File: src/rtl/credit_ctrl_pkg.sv
// ============================================================================
// Module : credit_ctrl_pkg
// Brief  : Shared widths and state encoding for the credit controller.
// Rev    : 1.0
// ============================================================================
`default_nettype none

package credit_ctrl_pkg;

    localparam int CREDIT_W = 4;
    localparam int DELTA_W  = 2;

    typedef enum logic [1:0] {
        ST_INIT  = 2'd0,
        ST_RUN   = 2'd1,
        ST_DRAIN = 2'd2
    } credit_state_e;

endpackage

`default_nettype wire

File: src/rtl/credit_ctrl.sv
// ============================================================================
// Module : credit_ctrl
// Brief  : Grants variable-size sends against a credit counter, forwards
//          credit returns and sequences flush/re-initialisation of the pool.
// Rev    : 1.0
// ============================================================================
`default_nettype none

module credit_ctrl
    import credit_ctrl_pkg::*;
(
    input  logic                clk,
    input  logic                rst,
    input  logic [CREDIT_W-1:0] cfg_credits,
    input  logic                flush,
    input  logic                send_valid,
    input  logic [DELTA_W-1:0]  send_cnt,
    output logic                send_ready,
    input  logic                ret_valid,
    input  logic [DELTA_W-1:0]  ret_cnt,
    input  logic [CREDIT_W-1:0] credit_value,
    output logic                reinit,
    output logic [CREDIT_W-1:0] initial_value,
    output logic                incr_valid,
    output logic [DELTA_W-1:0]  incr,
    output logic                decr_valid,
    output logic [DELTA_W-1:0]  decr,
    output logic                flushing,
    output logic                ret_err
);

    credit_state_e       r_state;
    logic [CREDIT_W-1:0] r_cfg_q;
    logic                r_reinit;
    logic [CREDIT_W-1:0] r_init_val;
    logic                r_incr_valid;
    logic [DELTA_W-1:0]  r_incr;
    logic                r_decr_valid;
    logic [DELTA_W-1:0]  r_decr;
    logic                r_ret_err;

    logic [CREDIT_W:0]   w_avail;
    logic [CREDIT_W+1:0] w_level;
    logic                w_ready;
    logic                w_hs;
    logic                w_ovf;
    logic                w_drained;

    // A decrement already issued but not yet seen in credit_value must be
    // subtracted; pending returns are deliberately ignored.
    assign w_avail = {1'b0, credit_value}
                   - (r_decr_valid ? {3'b000, r_decr} : 5'd0);

    assign w_ready = (r_state == ST_RUN) & ~r_reinit
                   & (send_cnt != 2'd0)
                   & (w_avail >= {3'b000, send_cnt});
    assign w_hs    = send_valid & w_ready;

    // Projected pool level once all in-flight deltas and this return land.
    assign w_level = {2'b00, credit_value}
                   + (r_incr_valid ? {4'b0000, r_incr} : 6'd0)
                   + {4'b0000, ret_cnt}
                   - (r_decr_valid ? {4'b0000, r_decr} : 6'd0);
    assign w_ovf   = ret_valid & (w_level > {2'b00, r_cfg_q});

    assign w_drained = (credit_value == r_cfg_q) & ~r_incr_valid & ~r_decr_valid;

    always_ff @(posedge clk) begin
        if (rst) begin
            r_state      <= ST_INIT;
            r_cfg_q      <= '0;
            r_reinit     <= 1'b0;
            r_init_val   <= '0;
            r_incr_valid <= 1'b0;
            r_incr       <= '0;
            r_decr_valid <= 1'b0;
            r_decr       <= '0;
            r_ret_err    <= 1'b0;
        end else begin
            if ((r_state == ST_INIT && ret_valid) || w_ovf) begin
                r_ret_err <= 1'b1;
            end

            if (r_state == ST_INIT) begin
                r_cfg_q      <= cfg_credits;
                r_reinit     <= 1'b1;
                r_init_val   <= cfg_credits;
                r_incr_valid <= 1'b0;
                r_incr       <= '0;
                r_decr_valid <= 1'b0;
                r_decr       <= '0;
            end else begin
                r_reinit     <= 1'b0;
                r_incr_valid <= ret_valid & (ret_cnt != 2'd0);
                r_incr       <= ret_cnt;
                r_decr_valid <= w_hs;
                r_decr       <= w_hs ? send_cnt : 2'd0;
            end

            unique case (r_state)
                ST_INIT:  r_state <= ST_RUN;
                ST_RUN:   if (flush) r_state <= ST_DRAIN;
                ST_DRAIN: if (w_drained) r_state <= ST_INIT;
                default:  r_state <= ST_INIT;
            endcase
        end
    end

    assign send_ready    = w_ready;
    assign reinit        = r_reinit;
    assign initial_value = r_init_val;
    assign incr_valid    = r_incr_valid;
    assign incr          = r_incr;
    assign decr_valid    = r_decr_valid;
    assign decr          = r_decr;
    assign flushing      = (r_state == ST_DRAIN) | (r_state == ST_INIT);
    assign ret_err       = r_ret_err;

endmodule

`default_nettype wire

File: config.mk
export PLATFORM = sky130hd
export DESIGN_NAME = credit_ctrl
export DESIGN_NICKNAME = d
export VERILOG_FILES = /design/src/rtl/credit_ctrl_pkg.sv /design/src/rtl/credit_ctrl.sv
export SDC_FILE = /design/constraint.sdc
export NUM_CORES = 1
export LEC_CHECK = 0
export ABC_AREA = 0
export ABC_CLOCK_PERIOD_IN_PS = 4100
export BUFFER_PORTS_ARGS = -buffer_cell sky130_fd_sc_hd__clkbuf_2
export CORE_ASPECT_RATIO = 0.75
export CORE_MARGIN = 1
export CORE_UTILIZATION = 40
export DETAILED_ROUTE_END_ITERATION = 8
export PLACE_DENSITY = 0.65
export SYNTH_ARGS = -nofsm -noshare
export SYNTH_HDL_FRONTEND = slang
export SYNTH_SLANG_ARGS = --single-unit
File: constraint.sdc
create_clock -name clk -period 4.1 [get_ports clk]
set_input_delay 0.205 -clock clk [delete_from_list [all_inputs] [get_ports clk]]
set_output_delay 0.205 -clock clk [all_outputs]
set_load 0.02 [all_outputs]
Word level (Yosys, flattened, before mapping)
Index checks and enable logic that the tools add are counted.

Flip-flop bits (word level): 14. Memory bits (read-only): 0. Logic and storage cells: 47. Latch bits: 0. Memories kept: 0. Output and inout bits: 14. RAM bits: 0.

Eq/ne operators: 5. Divide/modulo/power cells: 0. Magnitude comparators: 2. Multiplexer cells: 7. Shift-type cells: 0. Add/sub/neg operators: 4. Reduce and logical (&&, ||, !) cells: 8. Bitwise gates (word level): 13. Multipliers: 0.

Operators with widths (number): $mux 2 (5); $and 1x1->1 (8); $add 5x2->6 (1); $gt 6x4->1 (1); $pmux 2 s3 (1); $sub 6x2->6 (1); $add 4x2->5 (1); $ge 5x2->1 (1); $sub 4x2->5 (1); $eq 4x4->1 (1); $ne 2x2->1 const B (2); $not 1->1 (4); $reduce_bool 2->1 (2); $reduce_or 3->1 (1); $eq 2x1->1 const B (1); $eq 2x2->1 const B (1); $logic_not 2->1 (1); $reduce_and 2->1 (1); $reduce_or 2->1 (1); $logic_and 1x1->1 (1); $logic_or 1x1->1 (1); $mux 1 (1); $or 1x1->1 (1).

Depth between registers and ports, before layout
Depth after elaboration: 7. Mapped depth: 11. Mapped depth without buffers: 11.

Least setup slack after synthesis
Ideal clock, no wire load.

Kind: register to register. Start: register r_decr_valid, in the netlist decr_valid. End: register r_ret_err, in the netlist ret_err. Period minus slack after synthesis: 3419 ps. Setup time: 125 ps. Required time: 3975 ps. Path buffers: 0. Cell stages (with the launch flop): 11. Arrival: 3294 ps. Path slack: 681 ps. Path through: dfxtp_1 -> nand2_1 -> fa_1 -> fa_1 -> ha_1 -> fa_1 -> xor2_1 -> ha_1 -> and4_1 -> a21oi_1 -> o41a_1.

Cells in the longest elaborated chain, start to end: 5.

Ends and longest elaborated chain: from (decl) (line credit_ctrl.sv:38) `logic r_decr_valid;`; from (signal assigned) (line credit_ctrl.sv:96) `r_decr_valid <= w_hs;`; $mux 2 (line credit_ctrl.sv:63) `- (r_decr_valid ? {4'b0000, r_decr} : 6'd0);`; $sub 6x2->6 (line credit_ctrl.sv:63); $gt 6x4->1 (line credit_ctrl.sv:64) `assign w_ovf = ret_valid & (w_level > {2'b00, r_cfg_q});`; $and 1x1->1 (line credit_ctrl.sv:64); $logic_or 1x1->1 (line credit_ctrl.sv:80) `if ((r_state == ST_INIT && ret_valid) || w_ovf) begin`; to (signal assigned) (line credit_ctrl.sv:78) `r_ret_err <= 1'b0;`; to (signal assigned) (line credit_ctrl.sv:81) `r_ret_err <= 1'b1;`; to (decl) (line credit_ctrl.sv:40) `logic r_ret_err;`.

No other way between the ends. A chain may end at the register's enable or synchronous reset.

Worst setup path in the final report
Ends and elaborated chain as after synthesis.

==> summary.txt <==
Outcome
  • Outcome: finished, final reports clean

Clock network
  • Worst-skew pair later-pin latency: 0.28 ns
  • Sink Count: 14
  • Clock root buffer master: clkbuf_4
  • Clock tree from TritonCTS: yes
  • Clock transition at the register clock pins on the worst setup and hold paths after CTS: 0.09 ns
  • PostCTS Resize Cnt: 0
  • Maximum number of buffers from clock root to sink: 2
  • Num CTS Buffers: 3
  • H-Tree Depth: 1
  • Number of buffers inserted by post-CTS setup repair: 0
  • CTS Hold Bufs: 0

STA
  • Slew at the pin closest to its max-slew limit: 0.4564 ns
  • Worst slew slack as a fraction of its limit: 69.29%
  • Worst slack on hold paths: 0.1316 ns
  • Final critical-path required period: 3.436 ns
  • Final max-slew violation count: 0
  • Final Hold Vio Count: 0
  • Setup skew after layout: 0.002475 ns
  • Final worst path period share: 83.80%
  • Highest clock frequency the design can meet: 291.0 MHz
  • Aggregate negative setup slack: 0 ns
  • Total setup violations reported at the end of the flow: 0
  • Unrepaired setup endpoints after global routing: no

Worst hold path
  • Worst Hold Path Cells: 3
  • Type of the most critical hold path: in -> reg

GRT
  • Congestion Overflow GR: 0
  • All-Layer GR Usage: 19.35%
  • Number of antenna violations at the first check in global routing: 0
  • Number of global-route vias before repair: 843
  • First-pass GRT wire length: 3822 um
  • Pin count of the biggest net entering global routing: 12

Die
  • Y dimension of the die: 46.24 um
  • Area enclosed by the die boundary: 0.002819 mm^2
  • Io pins: 31
  • Overall die width: 60.98 um
  • Placeable core region: 0.002384 mm^2
  • Rows: 15
  • Effective utilization at floorplan: 43.78%

Logic synthesis
  • Flop and latch count out of synthesis: 14
  • Average cell area after synthesis: 9.235 um^2
  • Sequential cell area fraction in the yosys report: 26.86%
  • Instance count of the mapped netlist: 113
  • Synthesized cell area: 0.001044 mm^2
  • Number of unique standard cell types used by synthesis: 34
  • Number of nets in the synthesized netlist: 149
  • Synthesis warning total: 0

Detailed routing
  • Via count: 875
  • DRC viols: 0
  • Total Routed Length: 2341 um
  • Average detailed-routed wire length per instance: 13.23 um
  • Post-detailed-route via-to-cell ratio: 4.944
  • Antenna Violating Nets Remaining: 0
  • Number of DRC violations after detailed-routing iteration 0: 8
  • Pre-antenna DRT Iters: 4

Power
  • Worst vdd ir: 0.1483 mV
  • Total power density per cell area: 290.4 mW/mm^2
  • Power consumption: 0.3608 mW
  • Static Leak: 0.6110 nW

Layout
  • Sequential cell area: 280.3 um^2
  • Net total in the final layout: 181
  • Fraction of layout cells with a size suffix above 1: 26.57%
  • Non-filler cells in the finished layout: 177
  • Area of combinational cells with multiple inputs: 709.4 um^2
  • FILL cells: 249
  • Number of antenna diodes: 0
  • Layout area overhead: 19.06%
  • Core Util, Final: 52.13%

Place
  • HPWL Detailed: 1974 um
  • Placed instance count: 174
  • Final weighted congestion in routability-driven placement: 0.7894
  • IO Port Bufs: 30

Worst setup path
  • Nature of the critical path startpoint: flip-flop
  • Arrival time reported for the critical path endpoint: 3.61 ns
  • Reg2Reg Depth: 10
  • Required @ worst endpoint: 4.27 ns
  • Category of the critical setup timing path: reg -> reg
  • Max FO, Critical Path: 5
  • Crit path capture type: flip-flop

Flow run
  • Number of maximum-capacitance constraint violations: 0
-- synth_stat cells --
master / instances / share of area, %
or2_2: 1 / 0.60
or3_1: 1 / 0.60
nand3b_4: 1 / 1.9
and2_1: 2 / 1.2
nand2_1: 8 / 2.9
xnor2_1: 5 / 4.2
o21ai_0: 5 / 2.4
dfxtp_1: 14 / 27
buf_2: 1 / 0.48
nor2b_1: 1 / 0.60
mux2_2: 1 / 1.1
a211oi_1: 1 / 0.72
inv_1: 10 / 3.6
nand3b_1: 1 / 0.72
xor2_1: 4 / 3.4
and4_1: 1 / 0.84
ha_1: 14 / 17
nand3_1: 2 / 0.96
a21o_1: 2 / 1.4
nand4_1: 1 / 0.60
nor2_1: 6 / 2.2
nor4_1: 1 / 0.60
nand2b_1: 1 / 0.60
clkbuf_1: 1 / 0.36
a21oi_1: 12 / 5.8
o41a_1: 1 / 1.1
nor3_1: 3 / 1.4
buf_4: 1 / 0.72
a211oi_2: 1 / 1.2
a211o_1: 1 / 0.84
o211ai_1: 2 / 1.4
fa_1: 5 / 9.6
a21boi_0: 1 / 0.72
o211a_4: 1 / 1.7
-- state kept, by name (all words and copies together) (netlist names) --
name,cells
decr,2
decr_valid,1
incr,2
incr_valid,1
initial_value,4
r_state,2
reinit,1
ret_err,1
-- logic make-up (layout without fill, tap and decap cells) --
| logic type | count (synthesis) | count (layout) | synth area share, % |
|---|---|---|---|
| AND/OR/NAND/NOR | 30 | 30 | 15.71 |
| AO/OA/AOI/OAI | 27 | 27 | 17.27 |
| adder cells (fa/ha/maj) | 19 | 19 | 26.38 |
| flip-flops | 14 | 14 | 26.86 |
| buffers and inverters | 13 | 43 | 5.156 |
| XOR/XNOR | 9 | 9 | 7.553 |
| multiplexers | 1 | 1 | 1.079 |
-- area by class of cell --
| class | count | area share (%) |
|---|---|---|
| inverter | 10 | 3.021 |
| tap | 34 | 3.424 |
| sequential | 14 | 22.56 |
| multi-input combinational | 86 | 57.10 |
| timing repair buffer | 30 | 12.08 |
| clock buffer | 3 | 1.813 |
-- path summary, 6_finish.rpt --
check | startpoint | endpoint | slack (ns)
worst min-delay path | cfg_credits[2] | initial_value[2]$_SDFFE_PP0P_ | 0.13
worst min register to register | initial_value[3]$_SDFFE_PP0P_ | initial_value[3]$_SDFFE_PP0P_ | 0.55
worst max register to register | decr_valid$_SDFF_PP0_ | ret_err$_SDFFE_PP0P_ | 0.66
worst max-delay path | decr_valid$_SDFF_PP0_ | ret_err$_SDFFE_PP0P_ | 0.66
-- cells in the final DEF, fill, tap and decap left out, types with 2 or more instances in the layout --
master    synthesis  final
a21o_1            2      2
a21oi_1          12     12
and2_1            2      2
clkbuf_2          0     30
clkbuf_4          0      3
dfxtp_1          14     14
fa_1              5      5
ha_1             14     14
inv_1            10     10
nand2_1           8      8
nand3_1           2      2
nor2_1            6      6
nor3_1            3      3
o211ai_1          2      2
o21ai_0           5      5
xnor2_1           5      5
xor2_1            4      4
-- metal layers --
layer / routed length, um / vias up / GRT usage [%]
met5: 0 / - / 0
met4: 21 / 0 / 6.818
met3: 121 / 2 / 6.461
met2: 1049 / 21 / 29.45
met1: 1148 / 394 / 25.64
li1: - / 458 / -
-- power breakdown --
group          switching, mW  internal [mW]  total, mW
Sequential            0.0111          0.145      0.156
Clock                 0.0463         0.0341     0.0804
Combinational         0.0686         0.0559      0.125
-- per-stage QoR --
stage | setup slack, ns | instance area (um^2)
final | 0.6641 | 1242
after detailed placement | 0.6522 | 1220
after global routing | 0.5027 | 1242
after global placement | 0.7719 | 1220
after floorplan | 0.6810 | 1044
after CTS | 0.6384 | 1242
-- critical path, cell delays in order (launching register included) --
cell	delay, ns
dfxtp_1	0.45
nand2_1	0.18
fa_1	0.49
fa_1	0.49
ha_1	0.23
fa_1	0.40
xor2_1	0.16
ha_1	0.32
and4_1	0.17
a21oi_1	0.04
o41a_1	0.41
No activity file was read; power rests on OpenSTA's default activity.
